`src/rtl/axi_cmd_arbiter.sv`:
```
// Round-robin arbiter that shares one AXI4-Lite master command port among NUM_REQ
// requesters, issues the start pulse, returns status and guards each transaction with a watchdog.
module axi_cmd_arbiter #(
  parameter int NUM_REQ     = 2,
  parameter int WDOG_CYCLES = 4096,
  parameter int IDX_W       = (NUM_REQ > 1) ? $clog2(NUM_REQ) : 1
) (
  input  logic                  clk,
  input  logic                  rst,
  input  logic [NUM_REQ-1:0]    req_valid,
  input  logic [NUM_REQ*8-1:0]  req_cmd,
  input  logic [NUM_REQ*32-1:0] req_addr,
  output logic [NUM_REQ-1:0]    req_grant,
  output logic [IDX_W-1:0]      grant_idx,
  output logic [NUM_REQ-1:0]    req_done,
  output logic [7:0]            req_status,
  output logic [7:0]            m_cmd,
  output logic [31:0]           m_addr,
  output logic                  m_start,
  input  logic                  m_done,
  input  logic [7:0]            m_status,
  output logic                  busy
);

  localparam int WD_W = $clog2(WDOG_CYCLES + 1);
  localparam logic [WD_W-1:0] WD_MAX = WD_W'(WDOG_CYCLES);
  localparam logic [7:0] ST_TIMEOUT = 8'h04;

  typedef enum logic [2:0] {
    S_IDLE, S_ISSUE, S_WAIT_CLEAR, S_WAIT_DONE, S_RESPOND, S_RECOVER
  } state_t;

  state_t              state_q, state_d;
  logic [NUM_REQ-1:0]  grant_q, grant_d;
  logic [IDX_W-1:0]    grant_idx_q, grant_idx_d;
  logic [IDX_W-1:0]    last_idx_q, last_idx_d;
  logic [NUM_REQ-1:0]  req_done_q, req_done_d;
  logic [7:0]          status_q, status_d;
  logic [7:0]          m_cmd_q, m_cmd_d;
  logic [31:0]         m_addr_q, m_addr_d;
  logic                m_start_q, m_start_d;
  logic [WD_W-1:0]     wdog_q, wdog_d;
  logic                recover_q, recover_d;

  // Rotate requests so bit 0 is the requester right after the last grant,
  // then the lowest set bit is the round-robin winner.
  logic [2*NUM_REQ-1:0] rr_dbl;
  logic [NUM_REQ-1:0]   rr_rot;
  int unsigned          rr_sh, rr_t;
  logic                 pick_vld;
  logic [IDX_W-1:0]     pick_idx;

  always_comb begin
    rr_sh    = 32'(last_idx_q) + 32'd1;
    rr_dbl   = {req_valid, req_valid} >> rr_sh;
    rr_rot   = rr_dbl[NUM_REQ-1:0];
    pick_vld = |req_valid;
    rr_t     = 0;
    for (int k = NUM_REQ - 1; k >= 0; k--) begin
      if (rr_rot[k]) rr_t = rr_sh + 32'(k);
    end
    if (rr_t >= 32'(NUM_REQ)) rr_t = rr_t - 32'(NUM_REQ);
    pick_idx = IDX_W'(rr_t);
  end

  always_comb begin
    state_d     = state_q;
    grant_d     = grant_q;
    grant_idx_d = grant_idx_q;
    last_idx_d  = last_idx_q;
    req_done_d  = '0;
    status_d    = status_q;
    m_cmd_d     = m_cmd_q;
    m_addr_d    = m_addr_q;
    m_start_d   = 1'b0;
    wdog_d      = wdog_q;
    recover_d   = recover_q;

    case (state_q)
      S_IDLE: begin
        if (pick_vld) begin
          grant_d     = NUM_REQ'(1) << pick_idx;
          grant_idx_d = pick_idx;
          m_cmd_d     = req_cmd[pick_idx*8 +: 8];
          m_addr_d    = req_addr[pick_idx*32 +: 32];
          m_start_d   = 1'b1;
          state_d     = S_ISSUE;
        end
      end
      S_ISSUE: begin
        last_idx_d = grant_idx_q;
        wdog_d     = '0;
        state_d    = S_WAIT_CLEAR;
      end
      S_WAIT_CLEAR, S_WAIT_DONE: begin
        wdog_d = (wdog_q == WD_MAX) ? wdog_q : wdog_q + 1'b1;
        if (state_q == S_WAIT_CLEAR && !m_done) begin
          state_d = S_WAIT_DONE;
        end else if (state_q == S_WAIT_DONE && m_done) begin
          // A real completion beats a watchdog expiry in the same cycle.
          status_d   = m_status;
          req_done_d = NUM_REQ'(1) << grant_idx_q;
          state_d    = S_RESPOND;
        end else if (wdog_q == WD_MAX) begin
          status_d   = ST_TIMEOUT;
          recover_d  = 1'b1;
          req_done_d = NUM_REQ'(1) << grant_idx_q;
          state_d    = S_RESPOND;
        end
      end
      S_RESPOND: begin
        grant_d = '0;
        state_d = recover_q ? S_RECOVER : S_IDLE;
      end
      S_RECOVER: begin
        // Hold off new starts until the timed-out master finally reports.
        if (m_done) begin
          recover_d = 1'b0;
          state_d   = S_IDLE;
        end
      end
      default: state_d = S_IDLE;
    endcase
  end

  always_ff @(posedge clk or posedge rst) begin
    if (rst) begin
      state_q     <= S_IDLE;
      grant_q     <= '0;
      grant_idx_q <= '0;
      last_idx_q  <= IDX_W'(NUM_REQ - 1);
      req_done_q  <= '0;
      status_q    <= 8'h00;
      m_cmd_q     <= 8'h00;
      m_addr_q    <= 32'h0;
      m_start_q   <= 1'b0;
      wdog_q      <= '0;
      recover_q   <= 1'b0;
    end else begin
      state_q     <= state_d;
      grant_q     <= grant_d;
      grant_idx_q <= grant_idx_d;
      last_idx_q  <= last_idx_d;
      req_done_q  <= req_done_d;
      status_q    <= status_d;
      m_cmd_q     <= m_cmd_d;
      m_addr_q    <= m_addr_d;
      m_start_q   <= m_start_d;
      wdog_q      <= wdog_d;
      recover_q   <= recover_d;
    end
  end

  assign req_grant  = grant_q;
  assign grant_idx  = grant_idx_q;
  assign req_done   = req_done_q;
  assign req_status = status_q;
  assign m_cmd      = m_cmd_q;
  assign m_addr     = m_addr_q;
  assign m_start    = m_start_q;
  assign busy       = (state_q != S_IDLE);

endmodule

```
`config.mk`:
```
export PLATFORM = sky130hd
export DESIGN_NAME = axi_cmd_arbiter
export DESIGN_NICKNAME = d
export VERILOG_FILES = /design/src/rtl/axi_cmd_arbiter.sv
export SDC_FILE = /design/constraint.sdc
export NUM_CORES = 1
export LEC_CHECK = 0
export CORE_MARGIN = 8
export CORE_UTILIZATION = 45
export CTS_CLUSTER_SIZE = 16
export DETAILED_ROUTE_END_ITERATION = 16
export GPL_ROUTABILITY_DRIVEN = 1
export PLACE_DENSITY_LB_ADDON = 0.2
export SYNTH_ARGS = -nofsm -noshare
export SYNTH_HDL_FRONTEND = slang
export SYNTH_SLANG_ARGS = --single-unit
```
`constraint.sdc`:
```
create_clock -name clk -period 7.25 [get_ports clk]
set_clock_uncertainty 0.1 [all_clocks]
set_input_delay 1.45 -clock clk [delete_from_list [all_inputs] [get_ports clk]]
set_output_delay 1.45 -clock clk [all_outputs]
set_load 0.1 [all_outputs]
```
* Yosys cells after proc, flatten, opt, wreduce, memory -nomap -nowiden
Index checks and enable logic that the tools add are counted.
Operators by class: add/sub/neg operators 4, reductions and logical operators 17, muxes and demuxes 27, equal/unequal tests 13, shift-type cells 5, $lt $le $gt $ge 1, bitwise operators 1
Operator list (count):
- $shiftx A64 B7 Y32 | 1
- $pmux W13 S2 | 1
- $mux W3 | 8
- $mux W8 | 2
- $shiftx A16 B5 Y8 | 1
- $pmux W3 S5 | 1
- $add A13 B1 Y13 const B | 1
- $eq A13 B13 Y1 const B | 1
- $mux W13 | 1
- $ne A2 B2 Y1 const B | 6
- $mux W2 | 5
- $reduce_bool A2 Y1 | 4
- $mux W1 | 7
- $eq A3 B2 Y1 const B | 2
- $eq A3 B3 Y1 const B | 2
- $reduce_and A2 Y1 | 3
- $reduce_and A3 Y1 | 2
- $reduce_and A5 Y1 | 1
- $ne A4 B4 Y1 const B | 1
- $pmux W2 S2 | 1
- $reduce_or A2 Y1 | 2
- $shl A1 B1 Y2 const A | 2
- $shr A4 B2 Y2 | 1
- $add A2 B1 Y3 const B | 1
- other kinds (10) | 11
Storage, ports and cells: bits of input ports 93, output and inout bits 55, flip-flop bits (word level) 72

* Depth between registers and ports, before layout
word-level depth 9, depth in mapped cells 7

* Worst setup path after synthesis
OpenSTA, ideal clock, no wires.
path type flip-flop to output port, from register state_q[2], to output busy, data arrival time 1369 ps, setup slack 4331 ps, required time 5700 ps, stages on the path, launching flop included 3, cell sequence dfrtp_1 -> clkbuf_1 -> or3_1
Between the ends: word-level cells in the longest chain between the ends 1
RTL lines:
- start, declared | line 33 | state_t state_q, state_d;
- start signal, assigned | line 140 | state_q <= state_d;
- $reduce_bool A3 Y1 | line 161 | assign busy = (state_q != S_IDLE);
- end, declared | line 22 | output logic busy
No other way between the ends.

* Worst setup path in the final report
Same ends and word-level chain as after synthesis.

==> metrics.md <==
| Metric | Value |
|---|---|
| CTS max path bufs | `2` |
| Crit Path Category | `register to primary output` |
| Cts hold-fix bufs | `0` |
| # fillers | `569` |
| Vias in the first global route | `3008` |
| Drt drc | `0` |
| Share of layout cells above drive strength 1 | `5.82%` |
| Syn nets | `approximately 410` |
| Cell area after synthesis | `3320 um^2` |
| Post-CTS Setup Bufs | `0` |
| Clock latency on the worst-skew pair | `0.34 ns` |
| Clk slew on worst S/H paths | `0.07 ns` |
| Post-synth EDFFs | `0` |
| Register area share after synthesis | `54.3%` |
| Die Height | `102 um` |
| Initial DRC Count | `94` |
| Final setup fails | `0` |
| Yosys top cell by area | `dfrtp_1` |
| Mean post-synth cell area | `around 10 um^2` |
| CTS tree | `built` |
| Initial antenna violation count | `0` |
| Post-Synthesis Cells | `between 300 and 400` |
| Tcrit/Tclk final | `52.6%` |
| Fin nets | `554` |
| Most common cell in the netlist | `dfrtp_1` |
| Setup_tns | `0 ns` |
| Rows | `31` |
| Unrepaired setup endpoints after global routing | `no` |
| Fraction of registers with async set/reset | `100%` |
| Worst min-delay path class | `register to register` |
| H-tree depth | `3` |
| Grt ovf | `0` |
| Pre-antenna DRT Iters | `4` |
| #FFs+latches synth | `72` |
| Largest net degree at the start of global routing | `86` |
| Yosys cell types | `43` |
| Final hold vios | `0` |
| HPWL after detailed placement | `6760 um` |
| Die ar. | `10400 um^2` |
| Root Buffer | `clkbuf_8` |
| Top_reg_cell synth | `dfrtp_1` |
| Wire per inst | `16.3 um` |
| Drt total wl | `just over 9000 um` |
| Startpoint types | `register` |
| First-pass GRT wire length | `roughly 15000 um` |
| Die width | `102 um` |
| Yosys warnings | `0` |
| GRT Overall Usage | `18.1%` |
| Starting Density | `46.1%` |
| Area contributors post-synth | `dfrtp_1 53%, mux2i_1 12%, a21oi_1 7.1%` |
| Minimum clock period | `~3.8 ns` |
| Yosys top cell area share | `53.5%` |
| Layout area overhead | `52.5%` |
| Antenna Cells | `0` |
| Via/cell ratio | `5.10` |
| Req. time, crit path | `about 5.7 ns` |
| Highest clock rate | `about 260 MHz` |
| I/O Pins | `~150` |
| CTS Buf Count | `9` |
| CTS resizes | `0` |
| Routed via count | `2873` |
| Arrival time at the worst endpoint | `2.26 ns` |
| Synth top cells by count | `71 x dfrtp_1, 52 x nor2_1, 47 x a21oi_1, 41 x mux2i_1` |
| PortBufs | `roughly 150` |
| Slew Limit Fails | `0` |
| Core Util, Final | `70.3%` |
| Core Region | `approximately 7200 um^2` |
| Slew margin rel. | `approximately a third` |
| CP max FO | `13` |
| Sink Count | `72` |
| GPL Wtd Cong | `0.792` |
| Max Cap Viol | `0` |
| DRT antenna net count | `0` |
| Status | `finished clean` |
| CP endpoint kind | `primary output` |
| Slew @ Worst Pin | `~1 ns` |
[through the flow]
| step | hold slack, ns | setup WS (ns) | instance area (um^2) | cells |
|---|---|---|---|---|
| 2_1_floorplan | 0.339 | 3.88 | 3320 | 317 |
| 6_report | 0.381 | 3.44 | 5070 | 563 |
| 3_3_place_gp | 0.369 | 3.76 | 4870 | 547 |
| 4_1_cts | 0.383 | 3.42 | 5070 | 563 |
| 5_1_grt | 0.400 | 3.37 | 5070 | 563 |
| 3_5_place_dp | 0.375 | 3.74 | 4870 | 547 |
[state kept, by name, summed over array words and instances (netlist names)]
register / flops
m_addr: 32
wdog_q: 13
m_cmd: 8
req_status: 8
state_q: 3
req_done: 2
req_grant: 2
grant_idx: 1
last_idx_q: 1
m_start: 1
recover_q: 1
[routing by layer]
metal	up-vias	GRT usage, %	share of wire [%]
li1	1401	-	-
met1	1372	20.1	38
met2	91	31.0	52
met3	9	6.74	8.1
met4	0	6.43	1.4
met5	-	0	0
[critical path, cell delays in order, from the launching register on]
cell             delay [ns]
dfrtp_1                0.53
or3_1                  0.43
clkdlybuf4s50_1        0.97
[cell type report]
class	count	area [um^2]	area share (%)
clock buffers	11	141	2.79
clock inverters	5	56.3	1.11
inverters	7	26.3	0.518
multi-input cells	219	1420	28.1
flip-flops and latches	72	1800	35.6
well taps	99	124	2.44
repair buffers	150	1490	29.5
[final timing paths]
check                      startpoint           end  slack (ns)  cells after the start
hold / removal             last_idx_q    last_idx_q        0.38                      2
hold reg to reg            last_idx_q    last_idx_q        0.38                      2
setup reg to reg           state_q[0]     grant_idx        5.20                      4
min in group asynchronous         rst    m_addr[15]        1.58                      3
max in group asynchronous         rst  req_grant[1]        4.88                      3
setup / recovery           state_q[2]          busy        3.44                      2
[cells by family (layout without fill, tap and decap cells)]
logic type | count (synthesis) | after routing | synth area share (%)
multiplexers | 43 | 43 | 13.0
buffers and inverters | 26 | 173 | 3.43
AO/OA/AOI/OAI | 75 | 75 | 13.4
adder cells (fa/ha/maj) | 2 | 2 | 0.753
flip-flops | 72 | 72 | 54.3
AND/OR/NAND/NOR | 95 | 95 | 14.0
XOR/XNOR | 4 | 4 | 1.05
[placed cells by master (no fill, tap or decap), types with 2 or more instances in the layout]
master	instances
clkdlybuf4s50_1	147
dfrtp_1	71
nor2_1	52
a21oi_1	47
mux2i_1	41
nand2_1	13
clkbuf_8	10
a22o_1	7
inv_1	6
o211ai_1	5
nand3_1	4
o21ai_0	4
nor3_1	3
o31ai_1	3
or4_1	3
or3_1	3
xnor2_1	3
buf_4	3
nor4b_2	2
nand3b_1	2
and2_1	2
a211o_1	2
and3_1	2
ha_1	2
clkinv_2	2
Power is left out: the tool's default activity adds up to more than one toggle a clock period on the data nets, which glitch-free logic cannot reach.
